--- config.mk ---
export PLATFORM = sky130hd
export DESIGN_NAME = inst_fetch_axi_flat
export DESIGN_NICKNAME = d
export VERILOG_FILES = /design/src/rtl/inst_fetch_axi_pkg.sv /design/src/rtl/inst_fetch_axi_if.sv /design/src/rtl/inst_fetch_axi.sv /design/src/flat_wrapper.sv
export SDC_FILE = /design/constraint.sdc
export NUM_CORES = 1
export LEC_CHECK = 0
export ABC_AREA = 0
export BUFFER_PORTS_ARGS = -buffer_cell sky130_fd_sc_hd__buf_2
export CAP_MARGIN = 20
export CORE_UTILIZATION = 52
export DETAILED_ROUTE_END_ITERATION = 10
export PLACE_DENSITY = 0.81
export SETUP_SLACK_MARGIN = 0.02
export SYNTH_ARGS = -nofsm -noshare
export SYNTH_HDL_FRONTEND = slang
export SYNTH_SLANG_ARGS = --single-unit
--- constraint.sdc ---
create_clock -name clk -period 2.25 [get_ports clk]
set_input_delay 0.3375 -clock clk [delete_from_list [all_inputs] [get_ports clk]]
set_output_delay 0.3375 -clock clk [all_outputs]
set_load 0.05 [all_outputs]
--- src/rtl/inst_fetch_axi_pkg.sv ---
// Shared constants and FSM encoding for the AXI instruction fetch unit.
// Holds the boot address and the fixed single-beat AXI read attributes.
package inst_fetch_axi_pkg;

    localparam logic [31:0] RESET_PC  = 32'hBFC0_0000;

    localparam logic [7:0]  ARLEN     = 8'd0;
    localparam logic [2:0]  ARSIZE    = 3'b010;
    localparam logic [1:0]  ARBURST   = 2'b01;
    localparam logic [1:0]  RESP_OKAY = 2'b00;

    typedef enum logic [1:0] {
        S_IDLE    = 2'd0,
        S_AR      = 2'd1,
        S_R       = 2'd2,
        S_DISCARD = 2'd3
    } state_e;

endpackage

--- src/rtl/inst_fetch_axi_if.sv ---
// AXI read address/data channels used by the instruction fetch unit.
// The fetch unit is the master; memory or the bench is the slave.
interface inst_fetch_axi_if;

    logic [3:0]  arid;
    logic [31:0] araddr;
    logic [7:0]  arlen;
    logic [2:0]  arsize;
    logic [1:0]  arburst;
    logic        arvalid;
    logic        arready;

    logic [3:0]  rid;
    logic [31:0] rdata;
    logic [1:0]  rresp;
    logic        rlast;
    logic        rvalid;
    logic        rready;

    modport master (
        output arid, araddr, arlen, arsize, arburst, arvalid,
        input  arready,
        input  rid, rdata, rresp, rlast, rvalid,
        output rready
    );

    modport slave (
        input  arid, araddr, arlen, arsize, arburst, arvalid,
        output arready,
        output rid, rdata, rresp, rlast, rvalid,
        input  rready
    );

endinterface

--- src/rtl/inst_fetch_axi.sv ---
// Single-outstanding AXI instruction fetch with branch delay slot and flush.
// Define FETCH_ADDR_CHECK_EN to trap misaligned fetches (adds fetch_addr_err).
module inst_fetch_axi #(
    parameter logic [31:0] RESET_PC = inst_fetch_axi_pkg::RESET_PC,
    parameter logic [3:0]  FETCH_ID = 4'h0
) (
    input  logic        clk,
    input  logic        rst,
    input  logic        next_pc_valid,
    input  logic        branch_flag,
    input  logic [31:0] branch_target_address,
    input  logic        flush,
    input  logic [31:0] flush_pc,
`ifdef FETCH_ADDR_CHECK_EN
    output logic        fetch_addr_err,
`endif
    output logic        valid,
    output logic [31:0] if_pc,
    output logic [31:0] if_inst,
    output logic        inst_bus_err,
    inst_fetch_axi_if.master axi
);

    import inst_fetch_axi_pkg::*;

    state_e      state_q, state_d;
    logic [31:0] pc_q, pc_d;
    logic        branch_pending_q, branch_pending_d;
    logic [31:0] pending_target_q, pending_target_d;
    logic        drop_q, drop_d;
    logic [31:0] araddr_q, araddr_d;
    logic        arvalid_q, arvalid_d;
    logic        rready_q, rready_d;
    logic        valid_q, valid_d;
    logic [31:0] if_pc_q, if_pc_d;
    logic [31:0] if_inst_q, if_inst_d;
    logic        bus_err_q, bus_err_d;
    logic        beat;
    logic        issue;
`ifdef FETCH_ADDR_CHECK_EN
    logic        halt_q, halt_d;
    logic        addr_err_q, addr_err_d;
`endif

    always_comb begin
        state_d          = state_q;
        pc_d             = pc_q;
        branch_pending_d = branch_pending_q;
        pending_target_d = pending_target_q;
        drop_d           = drop_q;
        araddr_d         = araddr_q;
        arvalid_d        = arvalid_q;
        rready_d         = rready_q;
        valid_d          = 1'b0;
        if_pc_d          = 32'h0;
        if_inst_d        = 32'h0;
        bus_err_d        = 1'b0;
        issue            = 1'b0;
        beat             = axi.rvalid & axi.rlast;
`ifdef FETCH_ADDR_CHECK_EN
        halt_d           = halt_q & ~flush;
        addr_err_d       = 1'b0;
`endif

        // A redirect always beats a branch resolved in the same cycle.
        if (flush) begin
            pc_d             = flush_pc;
            branch_pending_d = 1'b0;
        end else if (branch_flag) begin
            pending_target_d = branch_target_address;
            branch_pending_d = 1'b1;
        end

        unique case (state_q)
            S_IDLE: begin
                issue = next_pc_valid;
`ifdef FETCH_ADDR_CHECK_EN
                if (halt_d) begin
                    issue = 1'b0;
                end else if (next_pc_valid && pc_d[1:0] != 2'b00) begin
                    issue      = 1'b0;
                    valid_d    = 1'b1;
                    if_pc_d    = pc_d;
                    addr_err_d = 1'b1;
                    halt_d     = 1'b1;
                end
`endif
                if (issue) begin
                    state_d   = S_AR;
                    arvalid_d = 1'b1;
                    araddr_d  = pc_d;
                    drop_d    = 1'b0;
                end
            end
            S_AR: begin
                if (flush) begin
                    drop_d = 1'b1;
                end
                // araddr stays on its own flop so a flush cannot move it mid-handshake.
                if (axi.arready) begin
                    arvalid_d = 1'b0;
                    rready_d  = 1'b1;
                    state_d   = (flush || drop_q) ? S_DISCARD : S_R;
                end
            end
            S_R: begin
                if (beat) begin
                    rready_d = 1'b0;
                    state_d  = S_IDLE;
                    if (!flush) begin
                        valid_d          = 1'b1;
                        if_pc_d          = pc_q;
                        if_inst_d        = axi.rdata;
                        bus_err_d        = axi.rresp != RESP_OKAY;
                        pc_d             = branch_pending_d
                                           ? pending_target_d
                                           : pc_q + 32'd4;
                        branch_pending_d = 1'b0;
                    end
                end else if (flush) begin
                    state_d = S_DISCARD;
                end
            end
            S_DISCARD: begin
                if (beat) begin
                    rready_d = 1'b0;
                    state_d  = S_IDLE;
                end
            end
        endcase
    end

    always_ff @(posedge clk or negedge rst) begin
        if (!rst) begin
            state_q          <= S_IDLE;
            pc_q             <= RESET_PC;
            branch_pending_q <= 1'b0;
            pending_target_q <= 32'h0;
            drop_q           <= 1'b0;
            araddr_q         <= 32'h0;
            arvalid_q        <= 1'b0;
            rready_q         <= 1'b0;
            valid_q          <= 1'b0;
            if_pc_q          <= 32'h0;
            if_inst_q        <= 32'h0;
            bus_err_q        <= 1'b0;
`ifdef FETCH_ADDR_CHECK_EN
            halt_q           <= 1'b0;
            addr_err_q       <= 1'b0;
`endif
        end else begin
            state_q          <= state_d;
            pc_q             <= pc_d;
            branch_pending_q <= branch_pending_d;
            pending_target_q <= pending_target_d;
            drop_q           <= drop_d;
            araddr_q         <= araddr_d;
            arvalid_q        <= arvalid_d;
            rready_q         <= rready_d;
            valid_q          <= valid_d;
            if_pc_q          <= if_pc_d;
            if_inst_q        <= if_inst_d;
            bus_err_q        <= bus_err_d;
`ifdef FETCH_ADDR_CHECK_EN
            halt_q           <= halt_d;
            addr_err_q       <= addr_err_d;
`endif
        end
    end

    assign valid        = valid_q;
    assign if_pc        = if_pc_q;
    assign if_inst      = if_inst_q;
    assign inst_bus_err = bus_err_q;
`ifdef FETCH_ADDR_CHECK_EN
    assign fetch_addr_err = addr_err_q;
`endif

    assign axi.arid    = FETCH_ID;
    assign axi.araddr  = araddr_q;
    assign axi.arlen   = ARLEN;
    assign axi.arsize  = ARSIZE;
    assign axi.arburst = ARBURST;
    assign axi.arvalid = arvalid_q;
    assign axi.rready  = rready_q;

    logic unused_rid;
    assign unused_rid = ^axi.rid;

endmodule

--- src/flat_wrapper.sv ---
// flat-port wrapper written by rule: the top's interface ports become plain ports
module inst_fetch_axi_flat import inst_fetch_axi_pkg::*;
#(
    parameter logic [31:0] RESET_PC = inst_fetch_axi_pkg::RESET_PC,
    parameter logic [3:0]  FETCH_ID = 4'h0
)
  (clk, rst, next_pc_valid, branch_flag, branch_target_address, flush, flush_pc, valid, if_pc, if_inst, inst_bus_err, axi_arid, axi_araddr, axi_arlen, axi_arsize, axi_arburst, axi_arvalid, axi_arready, axi_rid, axi_rdata, axi_rresp, axi_rlast, axi_rvalid, axi_rready);
  inst_fetch_axi_if axi_i ();
  input  logic clk;
  input  logic rst;
  input  logic next_pc_valid;
  input  logic branch_flag;
  input  logic [31:0] branch_target_address;
  input  logic flush;
  input  logic [31:0] flush_pc;
  output logic valid;
  output logic [31:0] if_pc;
  output logic [31:0] if_inst;
  output logic inst_bus_err;
  output wire logic [$bits(axi_i.arid)-1:0] axi_arid;
  output wire logic [$bits(axi_i.araddr)-1:0] axi_araddr;
  output wire logic [$bits(axi_i.arlen)-1:0] axi_arlen;
  output wire logic [$bits(axi_i.arsize)-1:0] axi_arsize;
  output wire logic [$bits(axi_i.arburst)-1:0] axi_arburst;
  output wire logic [$bits(axi_i.arvalid)-1:0] axi_arvalid;
  input wire logic [$bits(axi_i.arready)-1:0] axi_arready;
  input wire logic [$bits(axi_i.rid)-1:0] axi_rid;
  input wire logic [$bits(axi_i.rdata)-1:0] axi_rdata;
  input wire logic [$bits(axi_i.rresp)-1:0] axi_rresp;
  input wire logic [$bits(axi_i.rlast)-1:0] axi_rlast;
  input wire logic [$bits(axi_i.rvalid)-1:0] axi_rvalid;
  output wire logic [$bits(axi_i.rready)-1:0] axi_rready;
  assign axi_arid = axi_i.arid;
  assign axi_araddr = axi_i.araddr;
  assign axi_arlen = axi_i.arlen;
  assign axi_arsize = axi_i.arsize;
  assign axi_arburst = axi_i.arburst;
  assign axi_arvalid = axi_i.arvalid;
  assign axi_i.arready = axi_arready;
  assign axi_i.rid = axi_rid;
  assign axi_i.rdata = axi_rdata;
  assign axi_i.rresp = axi_rresp;
  assign axi_i.rlast = axi_rlast;
  assign axi_i.rvalid = axi_rvalid;
  assign axi_rready = axi_i.rready;
  inst_fetch_axi #(.RESET_PC(RESET_PC), .FETCH_ID(FETCH_ID)) u_core (.clk(clk), .rst(rst), .next_pc_valid(next_pc_valid), .branch_flag(branch_flag), .branch_target_address(branch_target_address), .flush(flush), .flush_pc(flush_pc), .valid(valid), .if_pc(if_pc), .if_inst(if_inst), .inst_bus_err(inst_bus_err), .axi(axi_i));
endmodule
==> out/metrics.yaml, run 1 <==
logic_synthesis:
  synthSimpleGateAreaFrac_pct: 17.70
  yosysWarnings: 0
  synth_fa_ha_area_share_pct: 0.1668
  ys_types: 65
  syn_avg_cell_area_um2: 10.55
  synth_top_family_by_area: "simple AND/OR/NAND/NOR gates"
  synth-async-reset-ratio_pct: 100.0
  synthCells: 711
  synth_edf_count: 0
  synthXorXnorAreaFrac_pct: 0.9340
  synth_ff_type: "dfrtp_1"
  syn_area_um2: 7502
  synth_compound_area_share_pct: 12.78
  ys_ff_latch: 168
  synthMuxAreaShare_pct: 7.071
  ys_seq_area_share_pct: 56.19
flow_run:
  maxCapViolations: 0
clocking:
  cts_resized: 0
  h-tree-depth: 4
  clock-sinks: 168
  clock_latency_ps: 430
  numCtsBuffers: 17
  cts_root_buf: "clkbuf_16"
  cts_buffer_depth: 2
  cts_tree: "yes"
  clk_pin_slew_worst_paths_ps: 70
detailed_routing:
  num_vias: 6358
  drcViolationCount: 0
  routed_wirelength_um: 19670
  via_per_inst: 5.749
  ant_nets: 0
  drt-wirelength-per-cell_um: 17.78
  drt_iter0_markers: 481
  first_pass_iters: 5
worst_hold_path:
  hold_depth: 3
  min_path_type: "primary input to flop"
  whs_endpoint: "u_core.inst_bus_err"
  hold_path.startpoint: "axi_rresp[1]"
power_and_ir_drop:
  power_switching_share_pct: 37.44
  vdd_drop_max_mv: 0.8948
  totalPowerFinal_mw: 10.20
  p_clk_share_pct: 31.2
  power.share.sequential_pct: 38.8
  comb_power_share_pct: 29.9
  power.density_nw_per_um2: 1078
  internal-power_mw: 6.380
  leakagePower_nw: 4.812
  p_sw_mw: 3.818
global_routing:
  grt.overflow.total: 0
  grtUsageTotal_pct: 27.42
  antenna_found_initial: 0
  grt_max_degree: 101
  grt_pass1_vias: 6075
  grt_pass1_wl_um: 31160
placement:
  dp_hpwl_um: 13670
  numPortBuffers: 205
  place_congestion: 0.8459
critical_path:
  rr_worst_depth: 6
  worst-endpoint-arrival_ps: 2440
  r2r-start: "u_core.pc_q[2]"
  cp-start-kind: "flop"
  path_max_fanout: 4
  r2r_end: "u_core.pc_q[22]"
  rrSetupSlack_ps: 150
  required_ps: 2590
  critPathKind: "flop to flop"
  worstSetupEndpointType: "flop"
cells_and_area:
  fillCellCount: 1080
  layout_common_cells: "204 x buf_2, 159 x dfrtp_1, 70 x nand2_1"
  antenna_cells: 0
  drive_above_1_share_pct: 34.99
  area_delta_synth_final_pct: 26.05
  final_nets: 1024
  layout_commonest_cell: "buf_2"
sta:
  fin_crit_sh_pct: 93.30
  hold_viol: 0
  fin_setup_tns_ps: 0
  max_freq_mhz: 476.4
  fin_crit_ps: 2099
  fin_skew_ps: 14.47
  setup_violations: 0
  tightest_slew_ps: 886.5
  timing.slew.headroom_pct: 40.68
  maxSlewViolCount: 0
  rsz0062_at_grt: "no"
floorplan:
  die-area_um2: 14910
  rows: 43
  die_h_um: 122.1
  start_util_pct: 53.63
  core_um2: 13990
  io_pins: 227
  die-width_um: 122.1
outcome:
  status: "finished, final reports clean"
worst max-delay path, cell delays in order (launching register included):
cell and delay, ps:
dfrtp_1 360, ha_1 250, nand4_2 180, or3_4 460, or4_1 480, a21oi_1 180, o31ai_1 80
cells in the mapped netlist (all sizes together) (3+ instances only):
library cell / instances / area, um^2
o221ai: 6 / 52.55
a31oi: 25 / 156.4
dfrtp: 159 / 3979
nor2b: 3 / 18.77
a22oi: 8 / 60.06
mux2: 32 / 360.4
nand3: 16 / 85.08
nand2: 70 / 262.8
o22ai: 10 / 62.56
a21oi: 25 / 125.1
dfstp: 9 / 236.5
a221o: 5 / 50.05
clkbuf: 39 / 146.4
and3: 66 / 412.9
inv: 9 / 33.78
o21bai: 3 / 22.52
a221oi: 3 / 26.28
o21a: 4 / 30.03
mux2i: 17 / 170.2
nand4: 7 / 65.06
buf: 31 / 196.4
nor3: 9 / 45.04
nor2: 61 / 229.0
nor4: 6 / 73.82
o21ai: 37 / 185.2
xnor2: 6 / 52.55
or3: 3 / 23.77
area by class of cell:
| type | instances | area (um^2) | share of cell area (%) |
|---|---|---|---|
| clock buffers | 19 | 452.9 | 4.790 |
| clock inverters | 13 | 201.4 | 2.130 |
| inverters | 10 | 37.54 | 0.3969 |
| multi-input cells | 478 | 2979 | 31.50 |
| flip-flops and latches | 168 | 4215 | 44.58 |
| well taps | 180 | 225.2 | 2.382 |
| repair buffers | 238 | 1345 | 14.22 |
state kept, by name (all words and copies together), names as in the netlist:
register	cells
u_core.axi.araddr	32
u_core.axi.arvalid	1
u_core.axi.rready	1
u_core.branch_pending_q	1
u_core.drop_q	1
u_core.if_inst	32
u_core.if_pc	32
u_core.inst_bus_err	1
u_core.pc_q	32
u_core.pending_target_q	32
u_core.state_q	2
u_core.valid	1
power groups by stage:
| stage | combinational [mW] | sequential [mW] | clock (mW) |
|---|---|---|---|
| finish | 3.05 | 3.96 | 3.19 |
| global route | 3.26 | 4.02 | 3.36 |
| CTS | 3.06 | 3.95 | 3.24 |
| detailed placement | 3.04 | 4.00 | 0 |
| global placement | 2.99 | 3.98 | 0 |
| floorplan | 1.09 | 5.07 | 0 |
metal layers:
| layer | track usage (%) | vias to the layer above | wire [um] |
|---|---|---|---|
| met4 | 10.98 | 0 | 464 |
| met2 | 43.79 | 298 | 9755 |
| met3 | 5.805 | 39 | 1356 |
| met5 | 0 | - | 0 |
| met1 | 36.57 | 3092 | 8089 |
| li1 | - | 2929 | - |
per-stage QoR:
step	util [%]	hold slack (ps)	area, um^2	instances	worst slack [ps]
5_1_grt	67.60	135.8	9457	1106	68.58
3_3_place_gp	62.85	368.3	8792	1073	254.9
3_5_place_dp	62.85	368.5	8792	1073	201.5
2_1_floorplan	-	41.91	7559	726	274.4
4_1_cts	67.60	124.1	9457	1106	174.9
6_report	67.60	130.7	9457	1106	150.7
worst max-delay path by stage:
stage	startpoint	to	cells after the start
final	u_core.pc_q[2]	u_core.pc_q[22]	6
after global routing	u_core.pc_q[2]	u_core.pc_q[22]	6
after CTS	u_core.pc_q[2]	u_core.pc_q[22]	6
after detailed placement	u_core.pc_q[2]	u_core.pc_q[22]	6
after global placement	u_core.state_q[0]	u_core.pc_q[8]	6
after floorplan	u_core.pc_q[2]	u_core.pc_q[22]	6
logic make-up (layout without fill, tap and decap cells):
group | count (synthesis) | after routing
simple gates | 255 | 255
flops | 168 | 168
compound gates | 148 | 148
buf+inv | 80 | 280
mux | 49 | 49
xor+xnor | 8 | 8
other cells | 2 | 17
fa+ha+maj | 1 | 1
timing repair:
item,4_1_cts,5_1_grt
hold buffers,1,0
endpoints found under the hold margin,54,0
buffers inserted,0,0
(Power assumes the default switching activity.)
==> run 2, diff against run 1 <==
Settings changed: ABC_AREA 0 to 1, PLACE_DENSITY 0.81 to 0.8, TNS_END_PERCENT from default to 1.
==> run 2 against run 1 <==
Compared with the run above: synthesized area rose by 1.9%; register-to-register slack better by 270 ps; sequential power is 2% lower; combinational power increased by 4%; largest power group unchanged.
==> out/metrics.yaml, run 2 <==
outcome:
  status: "finished, final reports clean"  # unchanged
floorplan:
  rows: 43  # unchanged
  io_pins: 227  # unchanged
  die_h_um: 123.2  # was 122.1 um
  start_util_pct: 54.21  # was 53.63%
  core_um2: 14100  # was 13990 um^2
  die-area_um2: 15180  # was 14910 um^2
  die-width_um: 123.2  # was 122.1 um
logic_synthesis:
  synth.largest_area_cell: "dfrtp_1"  # unchanged
  synth-async-reset-ratio_pct: 100.0  # unchanged
  syn_area_um2: 7641  # was 7502 um^2
  syn_avg_cell_area_um2: 8.388  # was 10.55 um^2
  synth_edf_count: 0  # unchanged
  yosysTopAreaCellShare_pct: 52.07  # was 53.04%
  yosysMostFrequentCell: "nand2_1"  # was dfrtp_1
  yosysWarnings: 0  # unchanged
  ys_seq_area_share_pct: 55.17  # was 56.19%
  synth.top_cells.by_count: "215 x nand2_1, 159 x dfrtp_1, 156 x nor2_1"  # was 159 x dfrtp_1, 70 x nand2_1, 66 x and3_1
  synthTopCellsByArea: "dfrtp_1 52%, nand2_1 11%, nor2_1 7.7%"  # was dfrtp_1 53%, and3_1 5.5%, mux2_2 4.8%
  ys_types: 38  # was 65
  synthCells: 911  # was 711
  synth_ff_type: "dfrtp_1"  # unchanged
  ys_ff_latch: 168  # unchanged
clocking:
  clock-sinks: 168  # unchanged
  cts_root_buf: "clkbuf_16"  # unchanged
  numCtsBuffers: 17  # unchanged
  cts_setup_buffers: 0  # unchanged
  h-tree-depth: 4  # unchanged
  clk_pin_slew_worst_paths_ps: 60  # was 70 ps
  cts_buffer_depth: 2  # unchanged
  cts_tree: "yes"  # unchanged
  clock_latency_ps: 440  # was 430 ps
critical_path:
  critPathKind: "flop to flop"  # unchanged
  path_max_fanout: 22  # was 4
  worstSetupEndpointType: "flop"  # unchanged
  worst-endpoint-arrival_ps: 2200  # was 2440 ps
  required_ps: 2620  # was 2590 ps
  cp-start-kind: "flop"  # unchanged
power_and_ir_drop:
  vdd_drop_max_mv: 0.8744  # was 0.8948 mV
  power.density_nw_per_um2: 1076  # was 1078 nW/um^2
  comb_power_share_pct: 31.0  # was 29.9%
  internal-power_mw: 6.363  # was 6.380 mW
  power.share.sequential_pct: 37.9  # was 38.8%
  leakagePower_nw: 5.105  # was 4.812 nW
  power_switching_share_pct: 37.78  # was 37.44%
  p_clk_share_pct: 31.1  # was 31.2%
  totalPowerFinal_mw: 10.23  # was 10.20 mW
  p_sw_mw: 3.863  # was 3.818 mW
global_routing:
  antenna_found_initial: 0  # unchanged
  use_met1_pct: 35.12  # was 36.57%
  met3_usage_pct: 7.518  # was 5.805%
  grt_pass1_wl_um: 32120  # was 31160 um
  grtUsageTotal_pct: 28.50  # was 27.42%
  grt_busiest_layer: "met2"  # unchanged
  grt_max_degree: 64  # was 101
  grt_pass1_vias: 6667  # was 6075
  grt.overflow.total: 0  # unchanged
  grtUsageMet2_pct: 47.31  # was 43.79%
detailed_routing:
  drt_iter0_markers: 543  # was 481
  drcViolationCount: 0  # unchanged
  ant_nets: 0  # unchanged
  first_pass_iters: 5  # unchanged
  routed_wirelength_um: 20670  # was 19670 um
  drt-wirelength-per-cell_um: 15.85  # was 17.78 um
  num_vias: 6827  # was 6358
  via_per_inst: 5.235  # was 5.749
cells_and_area:
  multi_input_area_um2: 2806  # was 2979 um^2
  fillCellCount: 1197  # was 1080
  area_delta_synth_final_pct: 24.41  # was 26.05%
  final_nets: 1223  # was 1024
  layout_common_cells: "215 x nand2_1, 204 x buf_2, 159 x dfrtp_1"  # was 204 x buf_2, 159 x dfrtp_1, 70 x nand2_1
  layout_commonest_cell: "nand2_1"  # was buf_2
  antenna_cells: 0  # unchanged
  regArea_um2: 4215  # unchanged
  drive_above_1_share_pct: 25.27  # was 34.99%
sta:
  tightest_slew_ps: 546.4  # was 886.5 ps
  setup_violations: 0  # unchanged
  fin_crit_sh_pct: 81.31  # was 93.30%
  hold_viol: 0  # unchanged
  rsz0062_at_grt: "no"  # unchanged
  fin_crit_ps: 1829  # was 2099 ps
  max_freq_mhz: 546.6  # was 476.4 MHz
  fin_setup_tns_ps: 0  # unchanged
  timing.slew.headroom_pct: 63.57  # was 40.68%
  fin_skew_ps: 12.19  # was 14.47 ps
  maxSlewViolCount: 0  # unchanged
placement:
  dp_hpwl_um: 14800  # was 13670 um
  numPortBuffers: 205  # unchanged
  place_congestion: 0.9197  # was 0.8459
worst_hold_path:
  min_path_type: "primary input to flop"  # unchanged
flow_run:
  maxCapViolations: 0  # unchanged
-- run 2: per-layer routing --
layer | wire (um) | share of wire, %
met4 | 567 | 2.7
met5 | 0 | 0
met3 | 1635 | 7.9
met2 | 9977 | 48
met1 | 8491 | 41
-- run 2: cell families after synthesis --
family | after synthesis | synth area share [%]
flops | 168 | 55.17
mux | 13 | 1.916
simple gates | 454 | 24.04
xor+xnor | 5 | 0.5732
buf+inv | 154 | 8.842
compound gates | 114 | 9.202
other cells | 2 | 0.09828
fa+ha+maj | 1 | 0.1637
-- run 2: worst paths after layout --
kind                       cells past startpoint                         from                           to  slack [ps]
max in group asynchronous                      3                          rst              u_core.pc_q[31]        1120
min                                            3                 axi_rdata[8]            u_core.if_inst[8]         100
max                                            8            u_core.state_q[1]              u_core.pc_q[23]         420
min in group asynchronous                      2                          rst              u_core.pc_q[11]         450
min reg2reg                                    2  u_core.pending_target_q[14]  u_core.pending_target_q[14]         470
max reg2reg                                    8            u_core.state_q[1]              u_core.pc_q[23]         420
-- run 2: power by group through the flow --
stage	registers [mW]	clock network, mW	logic (mW)
detailed placement	3.92	0	3.15
global placement	3.90	0	3.10
floorplan	5.09	0	1.12
global route	3.94	3.33	3.42
CTS	3.87	3.21	3.18
finish	3.87	3.18	3.17
-- run 2: cell type report --
type	count	share of cell area [%]
Inverter	98	3.869
Sequential cell	168	44.34
Multi-Input combinational cell	604	29.52
Tap cell	180	2.369
Clock inverter	10	1.750
Clock buffer	21	5.054
Timing Repair Buffer	223	13.10
-- run 2: metrics by stage --
step / util (%) / cells / cell area, um^2 / hold slack [ps] / setup slack (ps)
after detailed placement: 62.78 / 1272 / 8850 / 343.6 / 461.8
after global placement: 62.78 / 1272 / 8850 / 344.8 / 477.4
after floorplan: - / 926 / 7697 / 41.91 / 719.7
final: 67.44 / 1304 / 9507 / 101.5 / 420.6
after global routing: 67.44 / 1304 / 9507 / 105.2 / 302.4
after CTS: 67.44 / 1304 / 9507 / 93.19 / 500.7
-- run 2: critical path: stages, from the launching register on --
cell,delay [ps]
dfrtp_1,410
inv_1,90
nor2_1,200
nand2_1,190
nor2_2,160
inv_2,180
a21oi_1,310
nand2_1,150
nand2_1,80
-- run 2: repair_timing --
| action | 4_1_cts | 5_1_grt |
|---|---|---|
| setup endpoints to repair | 0 | 0 |
| resized for setup | 0 | 0 |
| hold buffers | 1 | 0 |
| hold endpoints to repair | 45 | 0 |
==> run 3, diff against run 2 <==
Settings changed: CORE_UTILIZATION 52 to 47, PLACE_DENSITY 0.8 to 0.77.
Clock period 2.25 ns to 1.55 ns, I/O delays scaled along.
==> run 3 against run 2 <==
Compared with the run above: worst setup slack lost 420 ps; clock skew shrank 2.5 ps; via count rose by 4.0%; critical endpoint is now u_core.pc_q[14].
==> out/metrics.yaml, run 3 (synthesis results as in run 2) <==
detailed_routing:
  drt-wirelength-per-cell_um: 15.88  # was 15.85 um
  first_pass_iters: 5  # unchanged
  drcViolationCount: 0  # unchanged
  ant_nets: 0  # unchanged
  routed_wirelength_um: 22670  # was 20670 um
  via_per_inst: 4.971  # was 5.235
  num_vias: 7099  # was 6827
  drt_iter0_markers: 548  # was 543
floorplan:
  io_pins: 227  # unchanged
  core_um2: 15890  # was 14100 um^2
  rows: 46  # was 43
  die-width_um: 129.5  # was 123.2 um
  die-area_um2: 16770  # was 15180 um^2
  die_h_um: 129.5  # was 123.2 um
  start_util_pct: 48.10  # was 54.21%
clocking:
  numCtsBuffers: 17  # unchanged
  clock_latency_ps: 430  # was 440 ps
  cts_tree: "yes"  # unchanged
  h-tree-depth: 4  # unchanged
  cts_root_buf: "clkbuf_16"  # unchanged
  cts_buffer_depth: 2  # unchanged
  clk_pin_slew_worst_paths_ps: 60  # about the same
  clock-sinks: 168  # unchanged
power_and_ir_drop:
  power.density_nw_per_um2: 1448  # was 1076 nW/um^2
  power_switching_share_pct: 37.44  # was 37.78%
  power.share.sequential_pct: 36.6  # was 37.9%
  vdd_drop_max_mv: 0.7561  # was 0.8744 mV
  p_sw_mw: 5.734  # was 3.863 mW
  totalPowerFinal_mw: 15.31  # was 10.23 mW
  p_clk_share_pct: 30.3  # was 31.1%
  comb_power_share_pct: 33.1  # was 31.0%
  internal-power_mw: 9.580  # was 6.363 mW
  leakagePower_nw: 5.557  # was 5.105 nW
sta:
  fin_crit_ps: 1546  # was 1829 ps
  max_freq_mhz: 647.0  # was 546.6 MHz
  rsz0062_at_grt: "yes"  # was no
  maxSlewViolCount: 0  # unchanged
  fin_skew_ps: 9.730  # was 12.19 ps
  hold_ws_ps: 14.65  # was 101.5 ps
  hold_viol: 0  # unchanged
  setup_violations: 0  # unchanged
  fin_crit_sh_pct: 99.72  # was 81.31%
cells_and_area:
  regArea_um2: 4215  # unchanged
  drive_above_1_share_pct: 32.78  # was 25.27%
  multi_input_area_um2: 3030  # was 2806 um^2
  design_area_um2: 10580  # was 9507 um^2
  layout_common_cells: "204 x buf_2, 202 x nand2_1, 159 x dfrtp_1"  # was 215 x nand2_1, 204 x buf_2, 159 x dfrtp_1
  final_core_util_pct: 66.58  # was 67.44%
  area_delta_synth_final_pct: 38.42  # was 24.41%
  layout_commonest_cell: "buf_2"  # was nand2_1
  final_nets: 1309  # was 1223
  fillCellCount: 1318  # was 1197
global_routing:
  antenna_found_initial: 2  # was 0
  grt_max_degree: 48  # was 64
  grt_pass1_vias: 7071  # was 6667
  grtUsageTotal_pct: 28.14  # was 28.50%
  grt_pass1_wl_um: 35470  # was 32120 um
  grt.overflow.total: 0  # unchanged
critical_path:
  rrSetupSlack_ps: 4  # was 420 ps
  worst-endpoint-arrival_ps: 1920  # was 2200 ps
  worstSetupEndpointType: "flop"  # unchanged
  required_ps: 1920  # was 2620 ps
  cp-start-kind: "flop"  # unchanged
  path_max_fanout: 4  # was 22
  critPathKind: "flop to flop"  # unchanged
outcome:
  status: "finished, final reports clean"  # unchanged
placement:
  dp_hpwl_um: 16240  # was 14800 um
  place_congestion: 0.8977  # was 0.9197
  numPortBuffers: 205  # unchanged
  post_dp_cell_area_um2: 9378  # was 8850 um^2
worst_hold_path:
  min_path_type: "primary input to flop"  # unchanged
flow_run:
  maxCapViolations: 0  # unchanged
run 3: changes by cell type in the layout (fill, tap and decap cells not counted), sizes merged:
cell | previous run | this run
inv | 99 | 100
bufinv | 4 | 5
diode | 0 | 1
clkinv | 3 | 1
clkinvlp | 2 | 3
dlygate4sd3 | 1 | 27
buf | 222 | 282
run 3: power by group through the flow:
| stage | registers [mW] | clock network [mW] | logic, mW |
|---|---|---|---|
| 2_1_floorplan | 7.40 | 0 | 1.63 |
| 5_1_grt | 5.69 | 4.88 | 5.47 |
| 3_5_place_dp | 5.66 | 0 | 4.86 |
| 6_report | 5.60 | 4.65 | 5.07 |
| 4_1_cts | 5.59 | 4.71 | 4.94 |
| 3_3_place_gp | 5.64 | 0 | 4.79 |
run 3: area by class of cell:
cell class                      count  area share, %
Antenna cell                        1        0.02366
Timing Repair Buffer              309          19.31
Inverter                           98          3.502
Sequential cell                   168          39.86
Clock buffer                       21          4.259
Clock inverter                     11          1.845
Multi-Input combinational cell    604          28.65
Tap cell                          216          2.555
run 3: layer usage:
layer / GRT usage [%] / share of wire (%) / vias to the layer above
met5: 0 / 0.044 / -
met4: 9.371 / 1.9 / 2
met3: 7.969 / 8.4 / 31
met2: 48.10 / 50 / 286
met1: 34.28 / 40 / 3343
li1: - / - / 3437
run 3: repair_timing:
item / CTS / global route
buffers inserted: 0 / 6
resized for setup: 4 / 67
hold endpoints to repair: 69 / 0
endpoints found under the setup margin: 6 / 34
pin swaps: 0 / 11
hold buffers: 27 / 0
run 3: stage by stage:
step | setup slack [ps] | cells | TNS, ps
detailed placement | -26.72 | 1362 | -26.72
floorplan | 67.45 | 926 | 0
finish | 4.399 | 1428 | 0
CTS | 17.71 | 1421 | 0
global route | -107.1 | 1427 | -735.0
global placement | 8.593 | 1362 | 0
run 3: final timing paths:
kind	startpoint	endpoint	cells after the start
max	u_core.pc_q[7]	u_core.pc_q[14]	9
min	axi_rdata[18]	u_core.if_inst[18]	3
max reg2reg	u_core.pc_q[7]	u_core.pc_q[14]	9
min reg2reg	u_core.axi.arvalid	u_core.axi.arvalid	2
max in group asynchronous	rst	u_core.if_inst[15]	3
min in group asynchronous	rst	u_core.pc_q[17]	2
run 3: critical path: stages (launching register included):
cell and delay [ps]:
dfrtp_1 410, buf_4 140, nand2_2 80, nor3_2 130, buf_4 150, nand3_2 90, or2_2 270, nand3_1 80
nand3_1 80, nand2_1 60
